### src/rtl/spi_frame_transmitter.sv
// Transmit-only SPI master (mode 0, MSB first) sending one note-parameter frame:
// prd1, prd2, prd3 and a control word. The first frame after reset is preceded by SYNC_WORD.
module spi_frame_transmitter #(
    parameter int          CLK_DIV   = 4,
    parameter logic [31:0] SYNC_WORD = 32'h0000_FFFF
) (
    input  logic        clk,
    input  logic        reset_n,
    input  logic        valid,
    input  logic [31:0] prd1,
    input  logic [31:0] prd2,
    input  logic [31:0] prd3,
    input  logic [1:0]  waveform,
    input  logic [1:0]  notes,
    output logic        ready,
    output logic        busy,
    output logic        done,
    output logic        sck,
    output logic        sdo
);

    localparam int HW = (CLK_DIV > 1) ? $clog2(CLK_DIV) : 1;

    typedef enum logic [1:0] {IDLE, SYNC, DATA, DONE} state_t;

    state_t      state_q, state_d;
    logic        synced_q, synced_d;
    logic [31:0] prd1_q, prd1_d;
    logic [31:0] prd2_q, prd2_d;
    logic [31:0] prd3_q, prd3_d;
    logic [31:0] ctrl_q, ctrl_d;
    logic [4:0]  bit_q, bit_d;
    logic [1:0]  word_q, word_d;
    logic [HW-1:0] half_q, half_d;
    logic        sck_q, sck_d;
    logic        sdo_q, sdo_d;

    logic [31:0] cur_word;
    logic [31:0] nxt_word;
    logic        half_last;

    assign half_last = (half_q == HW'(CLK_DIV - 1));

    // Word being shifted now, and the word that follows it on the wire
    always_comb begin
        cur_word = SYNC_WORD;
        nxt_word = prd1_q;
        if (state_q == DATA) begin
            case (word_q)
                2'd0:    begin cur_word = prd1_q; nxt_word = prd2_q; end
                2'd1:    begin cur_word = prd2_q; nxt_word = prd3_q; end
                2'd2:    begin cur_word = prd3_q; nxt_word = ctrl_q; end
                default: begin cur_word = ctrl_q; nxt_word = 32'd0;  end
            endcase
        end
    end

    always_comb begin
        state_d  = state_q;
        synced_d = synced_q;
        prd1_d   = prd1_q;
        prd2_d   = prd2_q;
        prd3_d   = prd3_q;
        ctrl_d   = ctrl_q;
        bit_d    = bit_q;
        word_d   = word_q;
        half_d   = half_q;
        sck_d    = sck_q;
        sdo_d    = sdo_q;

        case (state_q)
            IDLE: begin
                if (valid) begin
                    prd1_d  = prd1;
                    prd2_d  = prd2;
                    prd3_d  = prd3;
                    ctrl_d  = {28'b0, notes, waveform};
                    bit_d   = 5'd0;
                    word_d  = 2'd0;
                    half_d  = '0;
                    sck_d   = 1'b0;
                    sdo_d   = synced_q ? prd1[31] : SYNC_WORD[31];
                    state_d = synced_q ? DATA : SYNC;
                end
            end
            SYNC, DATA: begin
                if (!half_last) begin
                    half_d = half_q + HW'(1);
                end else begin
                    half_d = '0;
                    sck_d  = ~sck_q;
                    // Falling edge: move sdo to the next bit so it is stable at the next rise
                    if (sck_q) begin
                        if (bit_q != 5'd31) begin
                            bit_d = bit_q + 5'd1;
                            sdo_d = cur_word[5'd30 - bit_q];
                        end else begin
                            bit_d = 5'd0;
                            if (state_q == SYNC) begin
                                state_d  = DATA;
                                synced_d = 1'b1;
                                word_d   = 2'd0;
                                sdo_d    = prd1_q[31];
                            end else if (word_q == 2'd3) begin
                                state_d = DONE;
                                sdo_d   = 1'b0;
                            end else begin
                                word_d = word_q + 2'd1;
                                sdo_d  = nxt_word[31];
                            end
                        end
                    end
                end
            end
            default: state_d = IDLE;
        endcase
    end

    always_ff @(posedge clk or negedge reset_n) begin
        if (!reset_n) begin
            state_q  <= IDLE;
            synced_q <= 1'b0;
            prd1_q   <= '0;
            prd2_q   <= '0;
            prd3_q   <= '0;
            ctrl_q   <= '0;
            bit_q    <= '0;
            word_q   <= '0;
            half_q   <= '0;
            sck_q    <= 1'b0;
            sdo_q    <= 1'b0;
        end else begin
            state_q  <= state_d;
            synced_q <= synced_d;
            prd1_q   <= prd1_d;
            prd2_q   <= prd2_d;
            prd3_q   <= prd3_d;
            ctrl_q   <= ctrl_d;
            bit_q    <= bit_d;
            word_q   <= word_d;
            half_q   <= half_d;
            sck_q    <= sck_d;
            sdo_q    <= sdo_d;
        end
    end

    assign ready = (state_q == IDLE);
    assign busy  = (state_q == SYNC) || (state_q == DATA);
    assign done  = (state_q == DONE);
    assign sck   = sck_q;
    assign sdo   = sdo_q;

endmodule

### config.mk
export PLATFORM = sky130hd
export DESIGN_NAME = spi_frame_transmitter
export DESIGN_NICKNAME = d
export VERILOG_FILES = /design/src/rtl/spi_frame_transmitter.sv
export SDC_FILE = /design/constraint.sdc
export NUM_CORES = 1
export LEC_CHECK = 0
export BUFFER_PORTS_ARGS = -buffer_cell sky130_fd_sc_hd__buf_2
export CORE_MARGIN = 2
export CORE_UTILIZATION = 55
export DETAILED_ROUTE_END_ITERATION = 6
export GPL_ROUTABILITY_DRIVEN = 0
export PLACE_DENSITY_LB_ADDON = 0.12
export SLEW_MARGIN = 0
export SYNTH_ARGS = -nofsm -noshare
export SYNTH_HDL_FRONTEND = slang
export SYNTH_SLANG_ARGS = --single-unit
export TNS_END_PERCENT = 10
### constraint.sdc
create_clock -name clk -period 2.3 [get_ports clk]
set_input_delay 0.575 -clock clk [delete_from_list [all_inputs] [get_ports clk]]
set_output_delay 0.575 -clock clk [all_outputs]
set_load 0.1 [all_outputs]
==> flow_metrics.tcl, run 1 <==
set metrics [dict create \
    ys_seq_elements 114 \
    fillers 760 \
    synth_top_family_by_area "multiplexers" \
    worstSetupPathType "reg -> reg" \
    h-tree-depth 4 \
    setup_tns_ps 0 \
    synth.net_count 544 \
    worst_setup_path_end_kind "flop" \
    final_hold_viol_count 0 \
    synth_commonest_cells "dfrtp_1 (114), mux2_2 (102), nand2_1 (24), o21ai_0 (20)" \
    synth-simple-area-share_pct 4.63 \
    drive_gt1_share_pct 48.9 \
    clock_path_buffers 2 \
    crit_path_max_fanout 23 \
    cts_tree "yes" \
    start_util_pct 56.0 \
    crit_path_start_kind "flop" \
    grt_pass1_wl_um 20000 \
    arrival_ps 2650 \
    grt_pass1_vias 4103 \
    dp_hpwl_um 8760 \
    period_share_pct 97.1 \
    dr.pass1.iters 5 \
    syn_area_um2 5400 \
    yosysWarnings 0 \
    grt_max_degree 51 \
    fmax_ghz 0.448 \
    die_width_um 103 \
    seqCellArea_um2 2860 \
    finalWorstSetupSlack_ps 66.4 \
    grtUsageTotal_pct 25.3 \
    fin_skew_ps 7.71 \
    ys_types 46 \
    synth_compound_area_share_pct 12.3 \
    pre_cts_ws_ps -34.4 \
    async_flop_share_pct 100 \
    layout.nets 665 \
    yosysMostFrequentCell "dfrtp_1" \
    via_per_inst 5.84 \
    synthAdderAreaFrac_pct 2.78 \
    rows 36 \
    drt-total-wl_um 12800 \
    antenna_cells 0 \
    drcViolationCount 0 \
    antenna_left 0 \
    required_ps 2720 \
    max-vdd-ir-drop_uv 783 \
    drtIter0Drc 221 \
    synth.avg_cell_area_um2 12.6 \
    io_buffers 107 \
    cts.sink_count 114 \
    via_count 4058 \
    status "finished clean" \
    utilization_pct 71.3 \
    die_h_um 103 \
    synth_edf_count 0 \
    io-pin-count 108 \
    cts_buffers 17 \
    drv_cap 0 \
    p_leak_nw 3.11 \
    ys.flop_type "dfrtp_1" \
    hp-class "in -> reg" \
    p_per_area_nw_per_um2 1400 \
    antenna_found_initial 0 \
    multi_input_area_um2 2430 \
    synthMuxAreaShare_pct 23.4 \
    synth.largest_area_cell "dfrtp_1" \
    ys_seq_area_share_pct 52.8 \
    slew_headroom_pct 67.2 \
    wire_per_inst_um 18.3 \
    synth_xor_area_share_pct 0.811 \
    clk_latency_ps 520 \
    setup_viol 0 \
    grt_overflow 0 \
    area_delta_synth_final_pct 27.2 \
    coreArea_um2 9640 \
    design.die.area_um2 10600 \
    tightest_slew_ps 495 \
    min_period_ps 2230 \
    path_clk_slew_ps 60 \
    cts-root-buf "clkbuf_8" \
    postSynthCellCount 429 \
    yosys.area.top_type_share_pct 52.8 \
    slew_violations 0 \
    yosys-top-cells-area "dfrtp_1 (53%), mux2_2 (21%), ha_1 (2.8%)" \
]
final timing paths:
kind,startpoint,endpoint,slack (ps),depth (start not counted)
worst max-delay path,word_q[0],sdo,70,9
worst min-delay path,prd2[2],prd2_q[2],280,2
worst max register to register,word_q[0],sdo,70,9
worst min register to register,ctrl_q[3],ctrl_q[3],500,1
max in group asynchronous,reset_n,state_q[1],1170,3
min in group asynchronous,reset_n,prd2_q[10],560,2
sequential cells by signal (all words and copies together), names as in the netlist:
| signal | flops |
|---|---|
| prd2_q | 32 |
| ctrl_q | 4 |
| sck | 1 |
| sdo | 1 |
| word_q | 2 |
| half_q | 2 |
| prd3_q | 32 |
| synced_q | 1 |
| prd1_q | 32 |
| bit_q | 5 |
| state_q | 2 |
worst max-delay path, stage by stage (launching register included):
cell and delay [ps]:
dfrtp_2 450, inv_2 120, ha_2 210, buf_12 160
a222oi_1 120, a21oi_1 210, a221oi_2 100, a2111oi_1 350
and3b_1 220, o31ai_1 190
cells in the final DEF (no fill, tap or decap), drive strengths merged, types with 2 or more instances in the layout:
cell type	instances
a31oi	4
mux4	2
nand2b	2
bufinv	2
clkbuf	20
dfrtp	114
nor3	3
o221ai	3
mux2i	7
a221oi	17
nand3	7
buf	128
a222oi	7
o21ai	21
clkinv	6
nand4	2
mux2	102
ha	12
o211ai	2
a22o	2
o22ai	4
xor2	3
a22oi	9
a21oi	17
nand2	24
xnor2	2
nor2	9
clkinvlp	3
inv	11
cell families after synthesis:
logic type                 count (synthesis)
buffers and inverters                     38
muxes                                    111
and+or+nand+nor                           54
DFF                                      114
xor gates and xnor gates                   5
adders and majority gates                 12
AOI/OAI and AO/OA                         95
area by class of cell:
class / instances / area share [%]
Inverter: 11 / 0.601
Multi-Input combinational cell: 277 / 35.3
Clock buffer: 20 / 6.48
Tap cell: 133 / 2.42
Sequential cell: 114 / 41.6
Clock inverter: 11 / 1.64
Timing Repair Buffer: 129 / 12.0
stage by stage:
step | hold WS, ps | total power, mW | cells | instance area [um^2]
final | 284 | 9.65 | 695 | 6870
after detailed placement | 495 | 7.12 | 661 | 6220
after floorplan | 279 | 6.06 | 429 | 5400
after global placement | 485 | 6.96 | 661 | 6220
after CTS | 256 | 9.63 | 693 | 6800
after global routing | 268 | 10.2 | 695 | 6870
repair_timing:
| item | CTS | global route |
|---|---|---|
| pin swaps | 0 | 3 |
| hold buffers | 1 | 0 |
| cloned | 0 | 0 |
| buffers inserted | 0 | 2 |
| hold endpoints to repair | 26 | 0 |
| setup endpoints to repair | 2 | 3 |
| gates resized for setup | 2 | 17 |
power by group:
group          internal, mW  switching [mW]  leakage, nW  total [mW]
clock                  1.58           0.886        0.272        2.46
sequential             2.98           0.596         1.37        3.58
combinational          1.82            1.79         1.47        3.61
total                  6.38            3.27         3.11        9.65
routing by layer:
metal	global-route usage [%]	wire (um)	vias to the layer above
li1	-	-	1857
met1	32.7	5460	2030
met2	41.1	6380	152
met3	5.90	720	19
met4	10.4	191	0
met5	0	0	-
Note: power is estimated with default switching activity, not from simulation.
==> inputs of run 2 (changes only) <==
- BUFFER_PORTS_ARGS: -buffer_cell sky130_fd_sc_hd__buf_2 -> default
- CORE_UTILIZATION: 55 -> 61
- DONT_BUFFER_PORTS: default -> 1
==> run 2 against run 1 <==
The flow now finishes with violations (negative hold slack). First-iteration DRC count is 3.2% lower. Global-route usage is 1.4 points higher. Utilization is 2.5 points higher. Critical endpoint unchanged.
==> flow_metrics.tcl, run 2 (synthesis results as in run 1) <==
set metrics [dict create \
    clock_path_buffers 2 \
    max-vdd-ir-drop_uv 863 \
    drv_cap 0 \
    p_per_area_nw_per_um2 1550 \
    h-tree-depth 4 \
    worstSetupPathType "reg -> reg" \
    p_leak_nw 2.75 \
    setup_tns_ps 0 \
    final_hold_viol_count 114 \
    tightest_slew_ps 430 \
    io_buffers 0 \
    cts_buffers 17 \
    reg2reg_depth 9 \
    cp_slowest_cell "dfrtp_1" \
    wire_per_inst_um 21.6 \
    min_period_ps 2200 \
    die_h_um 98.1 \
    grt_pass1_wl_um 19900 \
    final_common_cell "dfrtp_1" \
    arrival_ps 2590 \
    period_share_pct 95.5 \
    worst_setup_path_end_kind "flop" \
    dp_hpwl_um 8180 \
    antenna_found_initial 2 \
    worstPathCellList "inv_2, ha_2, buf_4, a222oi_1, a21oi_1, a221oi_2, a2111oi_2, and3b_1, o31ai_1" \
    fin_skew_ps 8.05 \
    required_ps 2690 \
    hold_slack_ps -249 \
    io-pin-count 108 \
    slew_headroom_pct 71.0 \
    hp-class "in -> async" \
    die_width_um 98.1 \
    drcViolationCount 0 \
    crit_path_max_fanout 8 \
    rows 34 \
    violations "negative hold slack" \
    reg.largest.list "prd1_q: 32 flops, prd2_q: 32 flops, prd3_q: 32 flops" \
    stdcell_count 570 \
    coreArea_um2 8640 \
    clk_latency_ps 520 \
    cp_top_family "compound AO/OA/AOI/OAI gates" \
    path_clk_slew_ps 60 \
    drtIter0Drc 214 \
    cts-root-buf "clkbuf_8" \
    layout_common_cells "dfrtp_1 (114), mux2_2 (102), nand2_1 (23)" \
    cts.sink_count 114 \
    grtUsageTotal_pct 26.6 \
    antenna_left 0 \
    grt_overflow 0 \
    crit_path_start_kind "flop" \
    drt-total-wl_um 12300 \
    worstSetupPathDepth 9 \
    utilization_pct 73.8 \
    area_delta_synth_final_pct 18.0 \
    layout.nets 564 \
    dr.pass1.iters 5 \
    grt_max_degree 115 \
    start_util_pct 62.5 \
    design.die.area_um2 9620 \
    cts_tree "yes" \
    grt_pass1_vias 3937 \
    slew_violations 0 \
    status "finished, violations left" \
    via_per_inst 6.48 \
    setup_viol 0 \
    slowest_delay_ps 420 \
    via_count 3691 \
    drive_gt1_share_pct 37.5 \
    fmax_ghz 0.455 \
    placed_area_um2 5630 \
    dp_cells 534 \
    post-route-cell-area_um2 6380 \
    path_buf_inv 2 \
    p_total_mw 9.91 \
]
## run 2: cell types whose count changed in the layout (fill, tap and decap cells not counted), sizes merged
cell         before  now
buf             128   28
bufinv            2    5
clkbuf           20   17
clkinv            6    5
clkinvlp          3    1
diode             0    1
dlygate4sd3       1    0
inv              11   14
## run 2: worst paths after layout
kind                           start         to  slack [ps]
min in group clk             prd2[5]  prd2_q[5]         200
max in group asynchronous    reset_n        sdo        2320
setup / recovery           word_q[0]        sdo         100
hold / removal               reset_n  half_q[1]        -250
hold reg to reg            prd2_q[2]  prd2_q[2]         500
setup reg to reg           word_q[0]        sdo         100
## run 2: per-stage QoR
step | hold WS, ps | worst slack (ps)
after floorplan | 279 | 94.3
after global placement | 283 | -10.6
after detailed placement | 282 | -59.2
after CTS | -266 | 0.379
after global routing | -279 | -19.4
final | -249 | 104
## run 2: per-layer routing
layer | up-vias | wire length (um) | GRT usage, %
met4 | 2 | 181 | 9.94
met3 | 19 | 933 | 10.7
met2 | 131 | 6340 | 42.9
li1 | 1648 | - | -
met1 | 1891 | 4870 | 32.5
met5 | - | 13 | 0
## run 2: worst register-to-register path, cell delays in order (launching register included)
cell	delay (ps)
dfrtp_1	420
inv_2	90
ha_2	210
buf_4	170
a222oi_1	350
a21oi_1	140
a221oi_2	340
a2111oi_2	70
and3b_1	220
o31ai_1	60
## run 2: timing repair
item | 4_1_cts | 5_1_grt
setup buffers | 1 | 3
endpoints found under the hold margin | 114 | 114
pin swaps | 1 | 5
endpoints found under the setup margin | 2 | 1
gates resized for setup | 8 | 9
## run 2: area by class of cell
class	count	area, um^2
flip-flops and latches	114	2850
clock inverters	14	228
clock buffers	17	414
multi-input cells	277	2440
fillers	554	2260
well taps	108	135
diodes	1	2.50
repair buffers	28	263
inverters	11	41.3
## run 2: where the power goes
part | switching, mW | internal, mW | total [mW]
Combinational | 1.74 | 1.75 | 3.49
Sequential | 0.598 | 2.98 | 3.58
Clock | 0.966 | 1.88 | 2.84
==> inputs of run 3 (changes only) <==
- BUFFER_PORTS_ARGS: default -> -buffer_cell sky130_fd_sc_hd__buf_2
- CORE_UTILIZATION: 61 -> 55
- DONT_BUFFER_PORTS: 1 -> default
- HOLD_SLACK_MARGIN: default -> 0.12
- SETUP_SLACK_MARGIN: default -> 0.4
==> run 3 against run 2 <==
The run now ends clean. Largest power group is now combinational logic. Die area increased by 10%. Utilization shrank 1.0 points. Clock-buffer cell count grew 5. Combinational power increased by 8.0%. Via count up 10%. Critical path depth unchanged. Sequential share of layout area down 4.1 points. Total power rose by 0.10%. Setup slack improved by 22 ps. Global-route usage shrank 1.3 points. Sequential power barely moved. Worst hold slack better by 360 ps.
==> flow_metrics.tcl, run 3 (synthesis results as in run 1) <==
set metrics [dict create \
    h-tree-depth 4 \
    drv_cap 0 \
    crit_start "word_q[0]" \
    coreArea_um2 9640 \
    hp-class "in -> async" \
    final_common_cell "dfrtp_1" \
    reg.largest.list "prd1_q: 32 flops, prd2_q: 32 flops, prd3_q: 32 flops" \
    p_total_mw 9.92 \
    met3_length_um 743 \
    max-vdd-ir-drop_uv 909 \
    via_count 4067 \
    io_buffers 107 \
    hold_slack_ps 113 \
    p_leak_nw 3.19 \
    drt-total-wl_um 12700 \
    cp_top_family "compound AO/OA/AOI/OAI gates" \
    top_layer "met4" \
    design.die.area_um2 10600 \
    met1_length_um 5460 \
    crit_path_max_fanout 5 \
    cts.sink_count 114 \
    die_width_um 103 \
    antenna_left 0 \
    min_period_ps 2170 \
    slowest_delay_ps 390 \
    r2r_start "word_q[0]" \
    clk_latency_ps 510 \
    setup_viol 0 \
    antenna_cells 0 \
    fmax_ghz 0.460 \
    required_ps 2680 \
    cp_slowest_cell "dfrtp_1" \
    worstSetupPathType "reg -> reg" \
    grtUsageTotal_pct 25.3 \
    clock_path_buffers 2 \
    dr.pass1.iters 5 \
    grt_overflow 0 \
    path_buf_inv 2 \
    arrival_ps 2550 \
    period_share_pct 94.5 \
    fin_skew_ps 3.91 \
    grt_max_degree 115 \
    seqCellArea_um2 2850 \
    multi_input_area_um2 2500 \
    cts-root-buf "clkbuf_8" \
    antenna_found_initial 0 \
    wl_met2_um 6290 \
    p_per_area_nw_per_um2 1410 \
    dp_hpwl_um 8380 \
    cts_tree "yes" \
    area_delta_synth_final_pct 29.9 \
    rows 36 \
    final_hold_viol_count 0 \
    worstPathCellList "buf_4, ha_4, buf_6, a222oi_1, a21oi_1, a221oi_2, a2111oi_2, and3b_1, o31ai_1" \
    layout_common_cells "dfrtp_1 (113), buf_2 (104), mux2_2 (102)" \
    drive_gt1_share_pct 50.2 \
    path_clk_slew_ps 50 \
    cts_buffers 17 \
    fillers 703 \
    drtIter0Drc 224 \
    drcViolationCount 0 \
    grt_pass1_wl_um 20400 \
    tightest_slew_ps 630 \
    die_h_um 103 \
    rsz0062_at_grt "yes" \
    status "finished clean" \
    worst_setup_path_end_kind "flop" \
    io-pin-count 108 \
    start_util_pct 56.0 \
    slew_headroom_pct 58.0 \
    slew_violations 0 \
    crit_path_start_kind "flop" \
    layout.nets 676 \
    wire_per_inst_um 18.0 \
    grt_pass1_vias 4141 \
    via_per_inst 5.75 \
    setup_tns_ps 0 \
]
run 3: cell count changes in the layout (fill, tap and decap cells not counted), moves of 3 or more:
cell / change
clkbuf_1: +4
buf_2: +104
clkinv_2: +4
clkinv_4: -4
inv_6: -3
buf_4: +4
run 3: path summary, 6_finish.rpt:
path	to	slack [ps]	cells after the start
worst max-delay path	sdo	130	9
worst min-delay path	half_q[0]	110	2
worst max register to register	sdo	130	9
worst min register to register	prd2_q[2]	500	1
max in group asynchronous	sck	1650	2
min in group clk	prd2_q[5]	290	2
run 3: repair_timing:
item	4_1_cts	5_1_grt
gates resized for setup	20	0
setup endpoints to repair	7	11
setup buffers	15	0
pin swaps	8	0
gates cloned	0	0
hold buffers	0	0
run 3: area by class of cell:
| type | instances | share of cell area (%) |
|---|---|---|
| Clock inverter | 10 | 1.91 |
| Sequential cell | 114 | 40.7 |
| Timing Repair Buffer | 140 | 12.5 |
| Inverter | 11 | 0.588 |
| Multi-Input combinational cell | 277 | 35.6 |
| Tap cell | 133 | 2.37 |
| Clock buffer | 22 | 6.31 |
run 3: through the flow:
stage	cells	utilization [%]	worst slack [ps]	area, um^2
after floorplan	429	-	347	5480
after global placement	660	64.6	-9.10	6220
after detailed placement	660	64.6	-57.7	6220
after CTS	707	72.8	209	7020
after global routing	707	72.8	24.1	7020
final	707	72.8	126	7020
run 3: where the power goes:
part           total [mW]  internal, mW  switching (mW)
clock                2.55          1.67           0.884
sequential           3.60          2.99           0.617
combinational        3.77          1.92            1.85
total                9.92          6.58            3.35
run 3: worst register-to-register path, delay by kind of cell, from the launching register on:
family / cells / cell delay, ps
AND/OR/NAND/NOR: 1 / 250
flip-flops: 1 / 390
adder cells (fa/ha/maj): 1 / 180
buffers and inverters: 2 / 290
AO/OA/AOI/OAI: 5 / 950
run 3: routing by layer:
layer  track usage, %  vias up
met2             40.5      136
met1             33.9     2043
met3             6.51       17
met5                0        -
li1                 -     1871
met4             8.50        0
